[src/rtl/write_back_pkg.sv]
// Shared encodings for the write-back stage: instruction classes, load/store
// opcode names, memory access sizes and FSM states, plus small decode helpers.
package write_back_pkg;

    // Instruction class carried on the type port
    localparam logic [1:0] T_ALU = 2'd0;
    localparam logic [1:0] T_BR  = 2'd1;
    localparam logic [1:0] T_MEM = 2'd2;
    localparam logic [1:0] T_LUI = 2'd3;

    // MEM opcode names
    localparam logic [5:0] N_LB  = 6'd0;
    localparam logic [5:0] N_LH  = 6'd1;
    localparam logic [5:0] N_LW  = 6'd2;
    localparam logic [5:0] N_LBU = 6'd3;
    localparam logic [5:0] N_LHU = 6'd4;
    localparam logic [5:0] N_SB  = 6'd5;
    localparam logic [5:0] N_SH  = 6'd6;
    localparam logic [5:0] N_SW  = 6'd7;

    // Memory access size
    localparam logic [1:0] SZ_B = 2'd0;
    localparam logic [1:0] SZ_H = 2'd1;
    localparam logic [1:0] SZ_W = 2'd2;

    typedef enum logic [1:0] {
        S_IDLE   = 2'd0,
        S_REQ    = 2'd1,
        S_COMMIT = 2'd2
    } state_e;

    // Access size for a MEM name; anything unrecognised is a word access
    function automatic logic [1:0] mem_size_of(input logic [5:0] name);
        case (name)
            N_LB, N_LBU, N_SB: mem_size_of = SZ_B;
            N_LH, N_LHU, N_SH: mem_size_of = SZ_H;
            default:           mem_size_of = SZ_W;
        endcase
    endfunction

    function automatic logic is_store(input logic [5:0] name);
        is_store = (name == N_SB) || (name == N_SH) || (name == N_SW);
    endfunction

endpackage

[src/rtl/write_back_load_ext.sv]
// Load extension: turns raw memory read data into the register value
// according to the load name. Unknown names pass the word through.
module load_ext
    import write_back_pkg::*;
#(
    parameter int XLEN = 32
) (
    input  logic [5:0]      name_i,
    input  logic [XLEN-1:0] raw_i,
    output logic [XLEN-1:0] val_o
);

    // Sign/zero extension from byte 0 or halfword 0
    always_comb begin
        val_o = raw_i;
        case (name_i)
            N_LB:    val_o = {{(XLEN-8){raw_i[7]}}, raw_i[7:0]};
            N_LH:    val_o = {{(XLEN-16){raw_i[15]}}, raw_i[15:0]};
            N_LBU:   val_o = {{(XLEN-8){1'b0}}, raw_i[7:0]};
            N_LHU:   val_o = {{(XLEN-16){1'b0}}, raw_i[15:0]};
            default: val_o = raw_i;
        endcase
    end

endmodule

[src/rtl/write_back.sv]
// Terminal write-back stage. Non-MEM results are written the edge after they
// arrive; MEM ops run a blocking memory transaction (IDLE -> REQ -> COMMIT)
// and return a one-cycle wb_rdy pulse when it completes.
module write_back
    import write_back_pkg::*;
#(
    parameter int XLEN = 32,
    parameter int REGW = 5
) (
    input  logic            clk,
    input  logic            rst,
    input  logic            rdy_i,
    input  logic            rd_rdy_i,
    input  logic            is_vec_i,
    input  logic [1:0]      type_i,
    input  logic [5:0]      name_i,
    input  logic [REGW-1:0] rd_i,
    input  logic [XLEN-1:0] pc_i,
    input  logic [XLEN-1:0] imm_i,
    input  logic [XLEN-1:0] res_i,
    input  logic [XLEN-1:0] sdata_i,
    output logic            wb_rdy_o,
    output logic            mem_req_o,
    output logic            mem_we_o,
    output logic [1:0]      mem_size_o,
    output logic [XLEN-1:0] mem_addr_o,
    output logic [XLEN-1:0] mem_wdata_o,
    input  logic            mem_done_i,
    input  logic [XLEN-1:0] mem_rdata_i,
    output logic            reg_we_o,
    output logic [REGW-1:0] reg_rd_o,
    output logic [XLEN-1:0] reg_val_o,
    output logic            vreg_we_o,
    output logic            busy_o
);

    state_e            state_q;
    logic [REGW-1:0]   rd_q;
    logic              is_vec_q;
    logic [5:0]        name_q;
    logic              wb_rdy_q, mem_req_q, mem_we_q, reg_we_q, vreg_we_q, busy_q;
    logic [1:0]        mem_size_q;
    logic [XLEN-1:0]   mem_addr_q, mem_wdata_q, reg_val_q;
    logic [REGW-1:0]   reg_rd_q;
    logic [XLEN-1:0]   alu_val_d;
    logic [XLEN-1:0]   ld_val;

    load_ext #(.XLEN(XLEN)) u_load_ext (
        .name_i (name_q),
        .raw_i  (mem_rdata_i),
        .val_o  (ld_val)
    );

    // Value written for the single-cycle (non-MEM) classes
    always_comb begin
        alu_val_d = res_i;
        case (type_i)
            T_BR:    alu_val_d = pc_i + XLEN'(4);
            T_LUI:   alu_val_d = imm_i;
            default: alu_val_d = res_i;
        endcase
    end

    // Control FSM with registered outputs; rdy low holds everything,
    // so pulses stretch until rdy returns
    always_ff @(posedge clk) begin
        if (rst) begin
            state_q     <= S_IDLE;
            rd_q        <= '0;
            is_vec_q    <= 1'b0;
            name_q      <= '0;
            wb_rdy_q    <= 1'b0;
            mem_req_q   <= 1'b0;
            mem_we_q    <= 1'b0;
            mem_size_q  <= '0;
            mem_addr_q  <= '0;
            mem_wdata_q <= '0;
            reg_we_q    <= 1'b0;
            vreg_we_q   <= 1'b0;
            reg_rd_q    <= '0;
            reg_val_q   <= '0;
            busy_q      <= 1'b0;
        end else if (rdy_i) begin
            wb_rdy_q  <= 1'b0;
            reg_we_q  <= 1'b0;
            vreg_we_q <= 1'b0;
            case (state_q)
                S_IDLE: begin
                    if (rd_rdy_i) begin
                        if (type_i == T_MEM) begin
                            rd_q        <= rd_i;
                            is_vec_q    <= is_vec_i;
                            name_q      <= name_i;
                            mem_req_q   <= 1'b1;
                            mem_we_q    <= is_store(name_i);
                            mem_size_q  <= mem_size_of(name_i);
                            mem_addr_q  <= res_i;
                            mem_wdata_q <= sdata_i;
                            busy_q      <= 1'b1;
                            state_q     <= S_REQ;
                        end else begin
                            reg_rd_q  <= rd_i;
                            reg_val_q <= alu_val_d;
                            reg_we_q  <= !is_vec_i && (rd_i != '0);
                            vreg_we_q <= is_vec_i;
                        end
                    end
                end
                S_REQ: begin
                    if (mem_done_i) begin
                        mem_req_q <= 1'b0;
                        wb_rdy_q  <= 1'b1;
                        state_q   <= S_COMMIT;
                        if (!mem_we_q) begin
                            reg_rd_q  <= rd_q;
                            reg_val_q <= ld_val;
                            reg_we_q  <= !is_vec_q && (rd_q != '0);
                            vreg_we_q <= is_vec_q;
                        end
                    end
                end
                S_COMMIT: begin
                    busy_q  <= 1'b0;
                    state_q <= S_IDLE;
                end
                default: begin
                    busy_q  <= 1'b0;
                    state_q <= S_IDLE;
                end
            endcase
        end
    end

    assign wb_rdy_o    = wb_rdy_q;
    assign mem_req_o   = mem_req_q;
    assign mem_we_o    = mem_we_q;
    assign mem_size_o  = mem_size_q;
    assign mem_addr_o  = mem_addr_q;
    assign mem_wdata_o = mem_wdata_q;
    assign reg_we_o    = reg_we_q;
    assign vreg_we_o   = vreg_we_q;
    assign reg_rd_o    = reg_rd_q;
    assign reg_val_o   = reg_val_q;
    assign busy_o      = busy_q;

endmodule

[config.mk]
export PLATFORM = sky130hd
export DESIGN_NAME = write_back
export DESIGN_NICKNAME = d
export VERILOG_FILES = /design/src/rtl/write_back_pkg.sv /design/src/rtl/write_back_load_ext.sv /design/src/rtl/write_back.sv
export SDC_FILE = /design/constraint.sdc
export NUM_CORES = 1
export LEC_CHECK = 0
export CORE_MARGIN = 4
export CORE_UTILIZATION = 40
export CTS_CLUSTER_DIAMETER = 30
export CTS_CLUSTER_SIZE = 12
export DETAILED_ROUTE_END_ITERATION = 12
export GPL_ROUTABILITY_DRIVEN = 0
export GPL_TIMING_DRIVEN = 0
export PLACE_DENSITY = 0.89
export SETUP_SLACK_MARGIN = 0.02
export SLEW_MARGIN = 20
export SYNTH_ARGS = -nofsm -noshare
export SYNTH_HDL_FRONTEND = slang
export SYNTH_SLANG_ARGS = --single-unit
[constraint.sdc]
create_clock -name clk -period 5.7 [get_ports clk]
set_input_delay 0.855 -clock clk [delete_from_list [all_inputs] [get_ports clk]]
set_output_delay 0.855 -clock clk [all_outputs]
set_load 0.05 [all_outputs]
# --- Yosys cells after proc, flatten, opt, wreduce, memory -nomap -nowiden ---
# Index checks and enable logic that the tools add are counted.
totals:
  register_bits: 123
  input_bits: 179
  out_inout_bits: 109
  wordCells: 88
classes:
  n_addsub: 1
  n_eq_ne: 18
  muxes: 34
  n_bitwise: 1
  n_reduce_logical: 19
op_table:
  columns: ["cell", "count"]
  rows:
  - ["$mux W32", 4]
  - ["$pmux W32 S2", 2]
  - ["$pmux W32 S4", 1]
  - ["$add A32 B3 Y32 const B", 1]
  - ["$eq A6 B3 Y1 const B", 5]
  - ["$mux W5", 4]
  - ["$mux W1", 13]
  - ["$eq A6 B1 Y1 const B", 2]
  - ["$eq A6 B2 Y1 const B", 2]
  - ["$logic_not A6 Y1", 2]
  - ["$reduce_and A4 Y1", 3]
  - ["$ne A2 B2 Y1 const B", 5]
  - ["$pmux W5 S2", 1]
  - ["$reduce_bool A5 Y1", 2]
  - ["$pmux W1 S2", 4]
  - ["$pmux W2 S2", 2]
  - ["$mux W2", 3]
  - ["$reduce_and A6 Y1", 1]
  - ["$reduce_or A3 Y1", 2]
  - ["$reduce_and A5 Y1", 1]
  - ["$eq A2 B1 Y1 const B", 2]
  - ["$eq A2 B2 Y1 const B", 2]
  - ["$logic_and A1 B1 Y1", 2]
  - ["$logic_not A1 Y1", 2]
  - ["4 further kinds", 5]

# --- Longest topological paths before layout ---
logic_depth:
  ltp_word: 5
  mapped_depth: 10
  ltp_nobuf: 7

# --- Modules after synthesis ---
# A second synthesis with hierarchy kept.
unflattened:
  cells_unflattened: 840
  area_unflattened_um2: 6441.2
modules_own_cells:
  columns: ["mod", "n_inst", "cells_each", "area_each_um2", "seq_area_each_um2"]
  rows:
  - ["write_back", 1, 786, 6052.1, 2462.4]
  - ["load_ext", 1, 54, 389.1, 0.0]

# --- Worst setup path after synthesis ---
# OpenSTA, ideal clock, no wires.
synth_path:
  path_type: "input port to flip-flop"
  start: "input pc_i[2]"
  end: "register reg_val_q[26], in the netlist reg_val_o[26]"
  setup_ns: 0.070
  t_arrival_ns: 2.275
  required_time_ns: 5.630
  slack_ns: 3.355
  path_stages: 7
  path_buffers: 0
  cell_sequence: "ha_1 -> nand4_2 -> nor4_4 -> nand4_1 -> xor2_1 -> a211o_1 -> a21oi_1"
synth_between:
  elab_chain_cells: 5
synth_lines:
  columns: ["item", "line", "text"]
  rows:
  - ["from (decl)", "write_back.sv:18", "input logic [XLEN-1:0] pc_i,"]
  - ["$add A32 B3 Y32", "write_back.sv:58", "T_BR: alu_val_d = pc_i + XLEN'(4);"]
  - ["$pmux W32 S2", "write_back.sv:57", "case (type_i)"]
  - ["$mux W32", "write_back.sv:90", "if (type_i == T_MEM) begin"]
  - ["$mux W32", "write_back.sv:89", "if (rd_rdy_i) begin"]
  - ["$pmux W32 S2", "write_back.sv:87", "case (state_q)"]
  - ["to (signal assigned)", "write_back.sv:103", "reg_val_q <= alu_val_d;"]
  - ["to (signal assigned)", "write_back.sv:116", "reg_val_q <= ld_val;"]
  - ["to (decl)", "write_back.sv:43", "logic [XLEN-1:0] mem_addr_q, mem_wdata_q, reg_val_q;"]
# Every way passes these cells. The select of a mux whose other input is x is not followed.
# A chain may end at the register's enable or synchronous reset.

# --- Worst setup path after layout ---
layout_path:
  start: "input pc_i[2]"
  end: "register reg_val_q[16], in the netlist reg_val_o[16]"
# Same word-level chain as after synthesis.

==> results.json <==
{
  "ctsHoldBuffers": 0,
  "power_density_nw_per_um2": 260.7,
  "port_buffers": 284,
  "antenna_cells": 0,
  "drv_slew": 0,
  "synthFlopType": "dfxtp_1",
  "syn_inst": 774,
  "path_class": "input port to flop",
  "maxCapViolCount": 0,
  "layout_min_cycle_time_ns": 2.853,
  "synth_edf_count": 0,
  "fill_cells": 1226,
  "status": "complete, no violations",
  "grt_usage_pct": 28.81,
  "cts_resized": 0,
  "synth_cell_types": 58,
  "report.power.total_mw": 2.505,
  "ys_seq_elements": 123,
  "max_freq_ghz": 0.3505,
  "viasPerCell": 5.582,
  "endpoint_kind": "flop",
  "reg2reg_from": "state_q[0]",
  "h-tree-depth": 4,
  "detail-route-antenna-nets": 0,
  "insertion_delay_ns": 0.42,
  "post-route-drc-count": 0,
  "fin_setup_tns_ns": 0,
  "routed_wl_um": 25190,
  "multiInputGateArea_sq_um": 3208,
  "rsz0062_at_grt": "false",
  "regArea_sq_um": 2462,
  "cts_inserted_buffers": 17,
  "drive_gt1_share_pct": 4.587,
  "hold_violations": 0,
  "nNetsFinal": 1257,
  "wire_per_inst_um": 19.77,
  "hp-class": "flop to flop",
  "grt-ovfl-total": 0,
  "final_cell_mix": "clkdlybuf4s50_1 (284), nand2_1 (199), dfxtp_1 (123)",
  "ys_seq_area_share_pct": 41.45,
  "fin_ws_ns": 2.847,
  "critPathArrivalTime_ns": 3.14,
  "root_buffer": "clkbuf_16",
  "irDropWorstVdd_mv": 0.1956,
  "avgSynthCellArea_sq_um": 7.675,
  "post_cts_buffers": 0,
  "fin_util_pct": 66.11,
  "ctsLongestPathBuffers": 2,
  "ys_async_sr_fraction_pct": 0,
  "worst_pin_slew_ns": 0.7707,
  "clk_pin_slew_ns": 0.06,
  "fp.coreArea_sq_um": 14530,
  "cp_max_fo": 6,
  "chipHeight_um": 129.9,
  "slew_headroom_pct": 48.62,
  "setup_violations": 0,
  "hold_start": "mem_wdata_o[14]",
  "firstDrtPassIters": 5,
  "synth_fp_nets": 954,
  "die_width_um": 129.9,
  "ioPinCount": 288,
  "synthToLayoutAreaGrowth_pct": 61.73,
  "cts_tree": "yes",
  "fin_skew_ns": 0.01098,
  "grt_pass1_vias": 6712,
  "place_hpwl_um": 19580,
  "ys_warn_count": 0,
  "die_area_sq_um": 16860,
  "worst_setup_path_start_kind": "input port",
  "layout_commonest_cell": "clkdlybuf4s50_1",
  "grt_pass1_wl_um": 37210,
  "cp.required_ns": 5.98,
  "syn_area_sq_um": 5941,
  "initial_core_util_pct": 40.87,
  "dpl_worst_slack_ns": 2.493,
  "r2r_slack_ns": 3.35,
  "power.leakage_nw": 3.383,
  "crit_start": "pc_i[2]",
  "vias": 7111,
  "rows": 44,
  "antenna_found_initial": 0,
  "clock_sinks": 123,
  "min_period_over_period_pct": 50.06,
  "first_iter_violations": 631,
  "grt_max_degree": 17
}
## kinds of logic (layout without fill, tap and decap cells)
group                    Yosys count  count (layout)  synth area share [%]
AND/OR/NAND/NOR                  321             321                 23.80
AO/OA/AOI/OAI                    228             228                 24.66
flip-flops                       123             123                 41.45
buffers and inverters             66             382                 4.549
XOR/XNOR                          27              27                 3.981
multiplexers                       8               8                 1.348
adder cells (fa/ha/maj)            1               1                0.2106
## sequential cells by signal (all words and copies together), names as in the netlist, 2 cells and up
| register | cells |
|---|---|
| state_q | 2 |
| rd_q | 5 |
| mem_addr_o | 32 |
| reg_rd_o | 5 |
| mem_size_o | 2 |
| name_q | 6 |
| mem_wdata_o | 32 |
| reg_val_o | 32 |
## Yosys cell counts, types with 2 or more instances
| cell type | count | share of area, % |
|---|---|---|
| nor2b_1 | 7 | 0.74 |
| a21oi_1 | 120 | 10 |
| and2_1 | 3 | 0.32 |
| nor2_1 | 44 | 2.8 |
| nor3_1 | 9 | 0.76 |
| o21ai_0 | 23 | 1.9 |
| o41ai_1 | 4 | 0.59 |
| nand3_1 | 16 | 1.3 |
| a211o_1 | 5 | 0.74 |
| inv_1 | 8 | 0.51 |
| o211ai_1 | 2 | 0.25 |
| a22oi_1 | 5 | 0.63 |
| o21ai_1 | 2 | 0.17 |
| o221ai_1 | 2 | 0.29 |
| a31oi_1 | 4 | 0.42 |
| dfxtp_1 | 123 | 41 |
| a311oi_1 | 7 | 1.0 |
| a221oi_1 | 17 | 2.5 |
| nand2_1 | 199 | 13 |
| buf_2 | 6 | 0.51 |
| buf_4 | 2 | 0.25 |
| xnor2_1 | 11 | 1.6 |
| o2111ai_1 | 2 | 0.29 |
| and3_1 | 5 | 0.53 |
| xor2_1 | 16 | 2.4 |
| o32ai_1 | 3 | 0.44 |
| a32o_1 | 10 | 1.7 |
| nand2b_1 | 6 | 0.63 |
| a21o_1 | 3 | 0.38 |
| or4_1 | 2 | 0.25 |
| a221o_1 | 2 | 0.34 |
| clkbuf_1 | 47 | 3.0 |
| a211oi_1 | 10 | 1.3 |
| nor4_1 | 7 | 0.74 |
| nand4_1 | 11 | 1.2 |
| or3_1 | 2 | 0.21 |
| mux2i_1 | 8 | 1.3 |
## critical path, stage by stage
cell	delay, ns
clkdlybuf4s50_1	0.54
ha_1	0.25
nand4_2	0.24
nor4_1	0.36
xnor2_1	0.15
o21ai_0	0.15
a2111oi_0	0.48
nor3_1	0.10
## where the power goes
part	leakage [nW]	switching (mW)	total, mW	internal, mW
Combinational	2.10	0.282	0.497	0.215
Clock	0.290	0.405	1.10	0.696
Sequential	0.998	0.0165	0.906	0.890
## routing by layer
layer	track usage, %	vias up	part of all wire (%)
li1	-	3350	-
met1	37.74	3341	42
met2	47.32	365	47
met3	6.590	55	8.1
met4	9.108	0	2.8
met5	0	-	0
## final timing paths
check / endpoint / cells after the start
hold / removal: mem_wdata_o[14] / 2
hold reg to reg: mem_wdata_o[14] / 2
setup reg to reg: mem_req_o / 6
setup / recovery: reg_val_o[16] / 8
## stage by stage
stage | area, sq um | cells | hold slack (ns)
floorplan | 5941 | 774 | 0.4433
global placement | 9014 | 1242 | 0.4392
detailed placement | 9014 | 1242 | 0.4455
CTS | 9608 | 1274 | 0.4534
global route | 9608 | 1274 | 0.4676
finish | 9608 | 1274 | 0.4519
## final cells by class
type | instances | share of cell area (%)
Buffer | 57 | 2.461
Multi-Input combinational cell | 585 | 33.39
Timing Repair Buffer | 284 | 29.59
Clock inverter | 12 | 1.537
Sequential cell | 123 | 25.63
Clock buffer | 20 | 4.649
Inverter | 9 | 0.3516
Tap cell | 184 | 2.396
No activity file was read; power rests on OpenSTA's default activity.
